==> config.mk <==
export PLATFORM = sky130hd
export DESIGN_NAME = golden_nonce_reporter
export DESIGN_NICKNAME = d
export VERILOG_FILES = /design/src/rtl/golden_nonce_reporter.sv
export SDC_FILE = /design/constraint.sdc
export NUM_CORES = 1
export LEC_CHECK = 0
export CORE_MARGIN = 2
export CORE_UTILIZATION = 58
export DETAILED_ROUTE_END_ITERATION = 8
export PLACE_DENSITY = 0.79
export RECOVER_POWER = 50
export SYNTH_ARGS = -nofsm -noshare
export SYNTH_HDL_FRONTEND = slang
export SYNTH_SLANG_ARGS = --single-unit
==> constraint.sdc <==
create_clock -name clk -period 11.3 [get_ports clk]
set_input_delay 1.13 -clock clk [delete_from_list [all_inputs] [get_ports clk]]
set_output_delay 1.13 -clock clk [all_outputs]
set_load 0.02 [all_outputs]
==> src/rtl/golden_nonce_reporter.sv <==
// Buffers golden mining results ({hash, nonce}) in a small circular buffer and
// serves them to the host one 32-bit word per read: nonce first, then hash words 1..8.
module golden_nonce_reporter #(
    parameter int unsigned DEPTH = 4
) (
    input  logic         clk,
    input  logic         rst_n,
    input  logic         stop,
    input  logic         clr_cnt,
    input  logic         cand_valid,
    input  logic         cand_golden,
    input  logic [31:0]  cand_nonce,
    input  logic [255:0] cand_hash,
    input  logic         rd_req,
    output logic [31:0]  rd_data,
    output logic         rd_valid,
    output logic [31:0]  golden_cnt,
    output logic [15:0]  drop_cnt,
    output logic         buf_empty,
    output logic         buf_full,
    output logic         irq
);

    localparam int unsigned PW = (DEPTH > 1) ? $clog2(DEPTH) : 1;
    localparam int unsigned CW = PW + 1;
    localparam int unsigned EW = 288;

    typedef enum logic {
        IDLE,
        SEND
    } state_e;

    state_e          state_q, state_d;
    logic [3:0]      widx_q, widx_d;
    logic [PW-1:0]   wr_ptr_q, wr_ptr_d;
    logic [PW-1:0]   rd_ptr_q, rd_ptr_d;
    logic [CW-1:0]   count_q, count_d;
    logic [31:0]     rd_data_q, rd_data_d;
    logic            rd_valid_q, rd_valid_d;
    logic [31:0]     golden_cnt_q, golden_cnt_d;
    logic [15:0]     drop_cnt_q, drop_cnt_d;

    logic [EW-1:0]   mem_q [DEPTH];
    logic [EW-1:0]   head_c;
    logic            golden_c;
    logic            push_c;
    logic            pop_c;

    // Next-state logic: buffer pointers, read FSM and statistics counters
    always_comb begin
        state_d      = state_q;
        widx_d       = widx_q;
        wr_ptr_d     = wr_ptr_q;
        rd_ptr_d     = rd_ptr_q;
        count_d      = count_q;
        rd_data_d    = rd_data_q;
        rd_valid_d   = 1'b0;
        golden_cnt_d = golden_cnt_q;
        drop_cnt_d   = drop_cnt_q;
        push_c       = 1'b0;
        pop_c        = 1'b0;
        golden_c     = cand_valid & cand_golden & ~stop;
        head_c       = mem_q[rd_ptr_q];

        if (stop) begin
            state_d  = IDLE;
            widx_d   = 4'd0;
            wr_ptr_d = '0;
            rd_ptr_d = '0;
            count_d  = '0;
        end else begin
            // Admission uses the registered count, so a same-cycle pop never frees a slot
            push_c = golden_c && (count_q < CW'(DEPTH));

            unique case (state_q)
                IDLE: begin
                    if (rd_req) begin
                        rd_valid_d = 1'b1;
                        if (count_q != '0) begin
                            rd_data_d = head_c[31:0];
                            widx_d    = 4'd1;
                            state_d   = SEND;
                        end else begin
                            rd_data_d = 32'hFFFF_FFFF;
                        end
                    end
                end
                SEND: begin
                    if (rd_req) begin
                        rd_valid_d = 1'b1;
                        rd_data_d  = head_c[{widx_q, 5'b0} +: 32];
                        if (widx_q == 4'd8) begin
                            pop_c   = 1'b1;
                            widx_d  = 4'd0;
                            state_d = IDLE;
                        end else begin
                            widx_d = widx_q + 4'd1;
                        end
                    end
                end
            endcase

            if (push_c) wr_ptr_d = wr_ptr_q + PW'(1);
            if (pop_c)  rd_ptr_d = rd_ptr_q + PW'(1);

            unique case ({push_c, pop_c})
                2'b10:   count_d = count_q + CW'(1);
                2'b01:   count_d = count_q - CW'(1);
                default: count_d = count_q;
            endcase

            if (golden_c) begin
                golden_cnt_d = golden_cnt_q + 32'd1;
                if (!push_c && (drop_cnt_q != 16'hFFFF)) begin
                    drop_cnt_d = drop_cnt_q + 16'd1;
                end
            end
        end

        if (clr_cnt) begin
            golden_cnt_d = 32'd0;
            drop_cnt_d   = 16'd0;
        end
    end

    always_ff @(posedge clk or negedge rst_n) begin
        if (!rst_n) begin
            state_q      <= IDLE;
            widx_q       <= 4'd0;
            wr_ptr_q     <= '0;
            rd_ptr_q     <= '0;
            count_q      <= '0;
            rd_data_q    <= 32'd0;
            rd_valid_q   <= 1'b0;
            golden_cnt_q <= 32'd0;
            drop_cnt_q   <= 16'd0;
        end else begin
            state_q      <= state_d;
            widx_q       <= widx_d;
            wr_ptr_q     <= wr_ptr_d;
            rd_ptr_q     <= rd_ptr_d;
            count_q      <= count_d;
            rd_data_q    <= rd_data_d;
            rd_valid_q   <= rd_valid_d;
            golden_cnt_q <= golden_cnt_d;
            drop_cnt_q   <= drop_cnt_d;
        end
    end

    // Entry storage carries no reset; validity is tracked by count_q alone
    always_ff @(posedge clk) begin
        if (push_c) begin
            mem_q[wr_ptr_q] <= {cand_hash, cand_nonce};
        end
    end

    assign rd_data    = rd_data_q;
    assign rd_valid   = rd_valid_q;
    assign golden_cnt = golden_cnt_q;
    assign drop_cnt   = drop_cnt_q;
    assign buf_empty  = (count_q == '0);
    assign buf_full   = (count_q == CW'(DEPTH));
    assign irq        = (count_q != '0);

endmodule

==> results of run 1 <==
==> registers in the layout, summed over array words and instances (netlist names) <==
signal      count
widx_q          4
mem_q        1152
rd_data        32
drop_cnt       16
rd_valid        1
golden_cnt     32
count_q         3
wr_ptr_q        2
state_q         1
rd_ptr_q        2
==> power by group <==
part           total, mW  switching (mW)  internal, mW
Sequential          5.15          0.0371          5.11
Combinational      0.415           0.249         0.166
Clock               3.99            1.70          2.29
==> metrics by stage <==
step / area [um^2] / power (mW) / hold WS (ns) / cells
floorplan: 49180 / 5.401 / 0.5522 / 2624
global route: 57910 / 9.788 / 0.5184 / 4267
detailed placement: 53960 / 5.675 / 0.4752 / 4024
finish: 57940 / 9.554 / 0.4946 / 4277
CTS: 57940 / 9.617 / 0.4583 / 4252
global placement: 53960 / 5.657 / 0.4721 / 4024
==> worst max path at each step <==
| stage | endpoint | cells after the start | start | slack (ns) |
|---|---|---|---|---|
| after floorplan | mem_q[0][0] | 3 | stop | 2.37 |
| after global placement | mem_q[1][163] | 6 | stop | 5.59 |
| after detailed placement | mem_q[1][163] | 6 | stop | 5.46 |
| after CTS | mem_q[1][163] | 6 | stop | 6.17 |
| after global routing | rd_ptr_q[0] | 2 | rst_n | 4.70 |
| final | rd_ptr_q[0] | 2 | rst_n | 5.49 |
==> layout make-up <==
type | count | share of cell area (%)
clock buffers | 161 | 5.660
well taps | 1134 | 2.449
clock inverters | 67 | 1.196
flip-flops and latches | 1245 | 63.75
repair buffers | 416 | 7.086
diodes | 25 | 0.1080
inverters | 43 | 0.2786
multi-input cells | 1186 | 19.47
==> cell usage in the layout (no fill, tap or decap), drive strengths merged, types with 3 or more instances in the layout <==
master	count
o31ai	3
o211ai	33
nor2	53
or4	4
o21ai	78
diode	25
clkdlybuf4s50	87
a211oi	37
nor3	5
xor2	25
mux2	66
nand3	22
buf	36
and2	8
clkbuf	164
mux4	224
dfrtp	93
edfxtp	1152
nand4	12
or3	41
o221ai	32
bufinv	11
and3	7
dlygate4sd3	290
xnor2	13
a21oi	113
mux2i	66
nand2	279
o2111ai	32
clkinv	41
inv	47
ha	8
clkinvlp	11
and4	6
==> cells by family after synthesis <==
group	after synthesis
buffers and inverters	193
adders and majority gates	9
muxes	356
xor gates and xnor gates	38
and+or+nand+nor	450
DFF	1245
AOI/OAI and AO/OA	333
==> metal layers <==
| layer | part of all wire, % | global-route usage [%] | routed length, um |
|---|---|---|---|
| met5 | 0.18 | 0 | 219 |
| met4 | 3.4 | 10.38 | 4162 |
| met3 | 9.1 | 6.420 | 11120 |
| met2 | 51 | 48.26 | 62650 |
| met1 | 36 | 35.97 | 44110 |
==> impl_metrics.csv, run 1 <==
group,metric,value,unit
timing,finalSetupTns,0,ns
timing,worst_pin_slew,3.422,ns
clocking,cts_resized,0,
timing,fmax,0.1721,GHz
cells_and_area,utilization,69.12,%
synth,synth.area.top_cells,"edfxtp_1, mux4_2, dfrtp_1",
worst_hold_path,holdPathStages,2,
synth,synth-seq-cells,1245,
routing,ant_nets,0,
routing,viasPerCell,6.238,
worst_setup_path,timing.critical_path.max_delay_family,"buffers and inverters",
clocking,h-tree-depth,3,
clocking,clk_latency,0.69,ns
synth,synth_ff_type,"edfxtp_1",
routing,wl_per_cell,28.59,um
clocking,clk_pin_slew,0.07,ns
cells_and_area,fill_cells,5172,
worst_setup_path,r2r_setup_slack,5.79,ns
worst_hold_path,min_path_type,"reg -> reg",
worst_setup_path,worstRegToRegCells,7,
power,power.density,164.9,nW/um^2
grt,grtUsageTotal,28.34,%
worst_setup_path,crit_slowest_cell,"clkbuf_1",
cells_and_area,drive_gt1_share,18.09,%
synth,syn_nets,2928,
clocking,clock_path_buffers,3,
floorplan,start_util,58.68,%
floorplan,coreArea,83820,um^2
job,maxCapViolCount,5,
timing,min_period_over_period,51.42,%
routing,drtPass1Iterations,6,
worst_hold_path,min-delay-start,"rd_data[15]",
placement,routabilityCongestion,0.8335,
cells_and_area,area_delta_synth_final,17.79,%
timing,rsz0062_at_grt,"no",
status,run_status,"complete, but fails checks",
clocking,clock_sinks,1245,
cells_and_area,multi_input_area,11280,um^2
synth,synthXorXnorAreaFrac,0.6767,%
synth,synthSimpleGateAreaFrac,4.159,%
worst_setup_path,cp_cell_sequence,"clkbuf_1 > clkbuf_1",
worst_setup_path,crit_top_cell,"clkbuf_1",
timing,period_needed,5.811,ns
worst_setup_path,crit_type,"in -> async",
timing,finalClockSkew,0.03601,ns
synth,synth.area.mux_share,13.11,%
synth,synthCells,2624,
routing,drt_iter0_markers,2820,
floorplan,boundaryPins,379,
worst_setup_path,max_stage_delay,2.39,ns
synth,synth-edff-count,1152,
synth,synth_area,49180,um^2
status,violations,"capacitance limit, slew limit",
floorplan,chipHeight,295.2,um
floorplan,rows,106,
synth,synthTopCellsByCount,"edfxtp_1, nand2_1, mux4_2, a21oi_1, dfrtp_1",
grt,grt_pass1_wl,179.7,mm
synth,synth-compound-area-share,4.744,%
synth,ys_types,54,
routing,drc,0,
routing,dr_total_vias,26680,
synth,synth_top_area_share,70.33,%
timing,setup_violations,0,
worst_hold_path,min_to,"rd_data[15]",
timing,drv_slew,214,
floorplan,fp.dieW,295.2,um
worst_setup_path,crit_path_start_kind,"input pin",
placement,dp_slack,5.455,ns
synth,synthAdderAreaFrac,0.2442,%
worst_setup_path,r2r-start,"widx_q[1]",
timing,relSlewSlack,-128.1,%
clocking,tritoncts,"yes",
power,irDropWorstVdd,0.0001370,V
clocking,cts_made_buffers,120,
worst_setup_path,path_max_fanout,49,
placement,port_buffers,378,
grt,grt_pass1_vias,27782,
synth,ys_warn_count,0,
synth,async_flop_share,7.470,%
worst_setup_path,cp-end-kind,"async pin",
worst_setup_path,r2r-end,"rd_data[21]",
timing,finalWorstSetupSlack,5.489,ns
synth,synth_top_family_by_area,"multiplexers",
floorplan,die_area,87150,um^2
synth,seq_area_frac_synth,75.06,%
cells_and_area,seqCellArea,36940,um^2
routing,routed_wl,122.3,mm
clocking,cts_root_buf,"clkbuf_16",
timing,hold_violations,0,
worst_setup_path,critPathBufInv,2,
clocking,cts_setup_buffers,0,
worst_setup_path,arrival,5.43,ns
synth,yosysMostFrequentCell,"edfxtp_1",
worst_setup_path,cp.required,10.91,ns
power,leakage,18.48,nW
clocking,hold_buffers,0,
placement,detailed_place_hpwl,74.58,mm
synth,syn_avg_cell_area,18.74,um^2
grt,antenna_found_initial,55,
cells_and_area,final_nets,3316,
synth,synth_area_leader_cell,"edfxtp_1",
grt,grt_start_max_net_pins,163,
grt,grt_overflow,0,
No activity file was read; power rests on OpenSTA's default activity.
==> run 2: changes to the inputs <==
==> constraint.sdc (replaced) <==
create_clock -name clk -period 5.45 [get_ports clk]
set_input_delay 0.545 -clock clk [delete_from_list [all_inputs] [get_ports clk]]
set_output_delay 0.545 -clock clk [all_outputs]
set_load 0.02 [all_outputs]
==> impl_metrics.csv, run 2 (synthesized netlist as in run 1, its figures left out) <==
group,metric,value,unit
power,irDropWorstVdd,0.0003103,V
clocking,cts_setup_buffers,0,
routing,wl_per_cell,29.14,um
timing,min_period_over_period,67.42,%
placement,routabilityCongestion,0.9008,
timing,drv_slew,51,
clocking,tritoncts,"yes",
cells_and_area,largest_reg_flops,1152,
placement,port_buffers,378,
clocking,cts_made_buffers,117,
worst_hold_path,min-delay-start,"rd_data[15]",
grt,grt_start_max_net_pins,106,
floorplan,coreArea,83820,um^2
routing,drc,0,
worst_setup_path,cp_cell_sequence,"clkinv_2 > nand3_4 > o2111ai_1 > o211ai_2 > o221ai_2",
clocking,hold_buffers,1,
worst_setup_path,crit_path_start_kind,"flip-flop",
worst_setup_path,crit_cells,5,
cells_and_area,mostFrequentLayoutCell,"edfxtp_1",
power,power.density,342.6,nW/um^2
worst_setup_path,r2r_setup_slack,1.78,ns
clocking,clk_pin_slew,0.07,ns
placement,detailed_place_hpwl,78.15,mm
grt,grt_pass1_vias,27337,
floorplan,chipHeight,295.2,um
clocking,clk_latency,0.70,ns
worst_setup_path,crit_type,"reg -> reg",
timing,relSlewSlack,-81.52,%
floorplan,die_area,87150,um^2
worst_setup_path,timing.critical_path.max_delay_family,"compound AO/OA/AOI/OAI gates",
routing,drt_iter0_markers,3040,
timing,worst_pin_slew,2.723,ns
cells_and_area,area_delta_synth_final,18.67,%
power,p_sw_share,20.71,%
timing,period_needed,3.674,ns
clocking,clock_sinks,1245,
power,pwr-share-comb,4.3,%
power,p_clk_share,42.3,%
cells_and_area,largest-register,"mem_q",
placement,dp_slack,1.592,ns
timing,fmax,0.2722,GHz
worst_setup_path,r2r-end,"rd_data[18]",
worst_setup_path,critPathBufInv,1,
worst_setup_path,cp-end-kind,"flip-flop",
clocking,h-tree-depth,3,
power,finalPower,20.00,mW
grt,grt_overflow,0,
clocking,clock_path_buffers,3,
timing,hold_violations,0,
job,maxCapViolCount,1,
timing,finalWorstSetupSlack,1.776,ns
worst_setup_path,path_max_fanout,64,
worst_setup_path,crit_slowest_cell,"o2111ai_1",
grt,grtUsageTotal,28.89,%
status,run_status,"complete, but fails checks",
worst_hold_path,min_to,"rd_data[15]",
status,violations,"capacitance limit, slew limit",
floorplan,fp.dieW,295.2,um
routing,ant_nets,0,
floorplan,start_util,58.68,%
routing,drtPass1Iterations,6,
timing,setup_violations,0,
worst_setup_path,max_stage_delay,1.11,ns
cells_and_area,mostFrequentLayoutCells,"edfxtp_1, dlygate4sd3_1, nand2_1, mux4_2, clkbuf_16",
timing,rsz0062_at_grt,"no",
power,leakage,18.66,nW
power,p_sw,4.143,mW
routing,dr_total_vias,26996,
grt,antenna_found_initial,59,
worst_setup_path,r2r-start,"widx_q[1]",
worst_hold_path,min_path_type,"reg -> reg",
worst_hold_path,holdPathStages,2,
timing,finalClockSkew,0.04636,ns
timing,finalSetupTns,0,ns
power,p_int,15.86,mW
routing,viasPerCell,6.300,
worst_setup_path,cp.required,6.05,ns
clocking,cts_root_buf,"clkbuf_16",
worst_setup_path,arrival,4.28,ns
worst_setup_path,worstRegToRegCells,5,
power,p_seq_share,53.4,%
floorplan,boundaryPins,379,
cells_and_area,final_nets,3324,
routing,routed_wl,124.9,mm
grt,grt_pass1_wl,181.4,mm
floorplan,rows,106,
clocking,cts_resized,0,
cells_and_area,drive_gt1_share,18.46,%
[run 2: per-stage QoR]
stage | area, um^2 | cells | hold WS [ns] | util, %
2_1_floorplan | 49190 | 2624 | 0.2494 | -
3_3_place_gp | 54290 | 4034 | 0.4706 | 64.77
3_5_place_dp | 54290 | 4034 | 0.4798 | 64.77
4_1_cts | 58350 | 4255 | 0.4092 | 69.62
5_1_grt | 58330 | 4271 | 0.5153 | 69.59
6_report | 58370 | 4285 | 0.4980 | 69.64
[run 2: per-layer routing]
layer	routed length (um)	GRT usage, %
met1	43830	36.75
met2	63580	48.28
met3	12890	7.315
met4	4392	11.13
met5	188	0
[run 2: power groups by stage]
stage / clock, mW / sequential (mW) / combinational (mW)
after floorplan: 0 / 10.9 / 0.279
final: 8.45 / 10.7 / 0.870
after detailed placement: 0 / 10.9 / 0.900
after global routing: 8.89 / 10.7 / 0.919
after CTS: 8.51 / 10.7 / 0.911
after global placement: 0 / 10.9 / 0.875
[run 2: layout make-up]
cell class / instances / area, um^2
clock inverters: 65 / 847.1
repair buffers: 427 / 4448
flip-flops and latches: 1245 / 36940
well taps: 1134 / 1419
clock buffers: 155 / 3201
multi-input cells: 1186 / 11280
inverters: 43 / 162.7
diodes: 30 / 75.07
fillers: 5026 / 25450
[run 2: how the worst max path moves through the flow]
stage                          from            end
after global routing      widx_q[1]    rd_data[18]
after detailed placement       stop     rd_data[7]
after floorplan                stop    mem_q[0][0]
after CTS                 widx_q[1]    rd_data[18]
after global placement         stop  mem_q[0][137]
final                     widx_q[1]    rd_data[18]
[run 2: worst min-delay path, cell delays in order (launching register included)]
cell and delay, ns:
dfrtp_1 0.34, nand2_1 0.07, o221ai_2 0.06
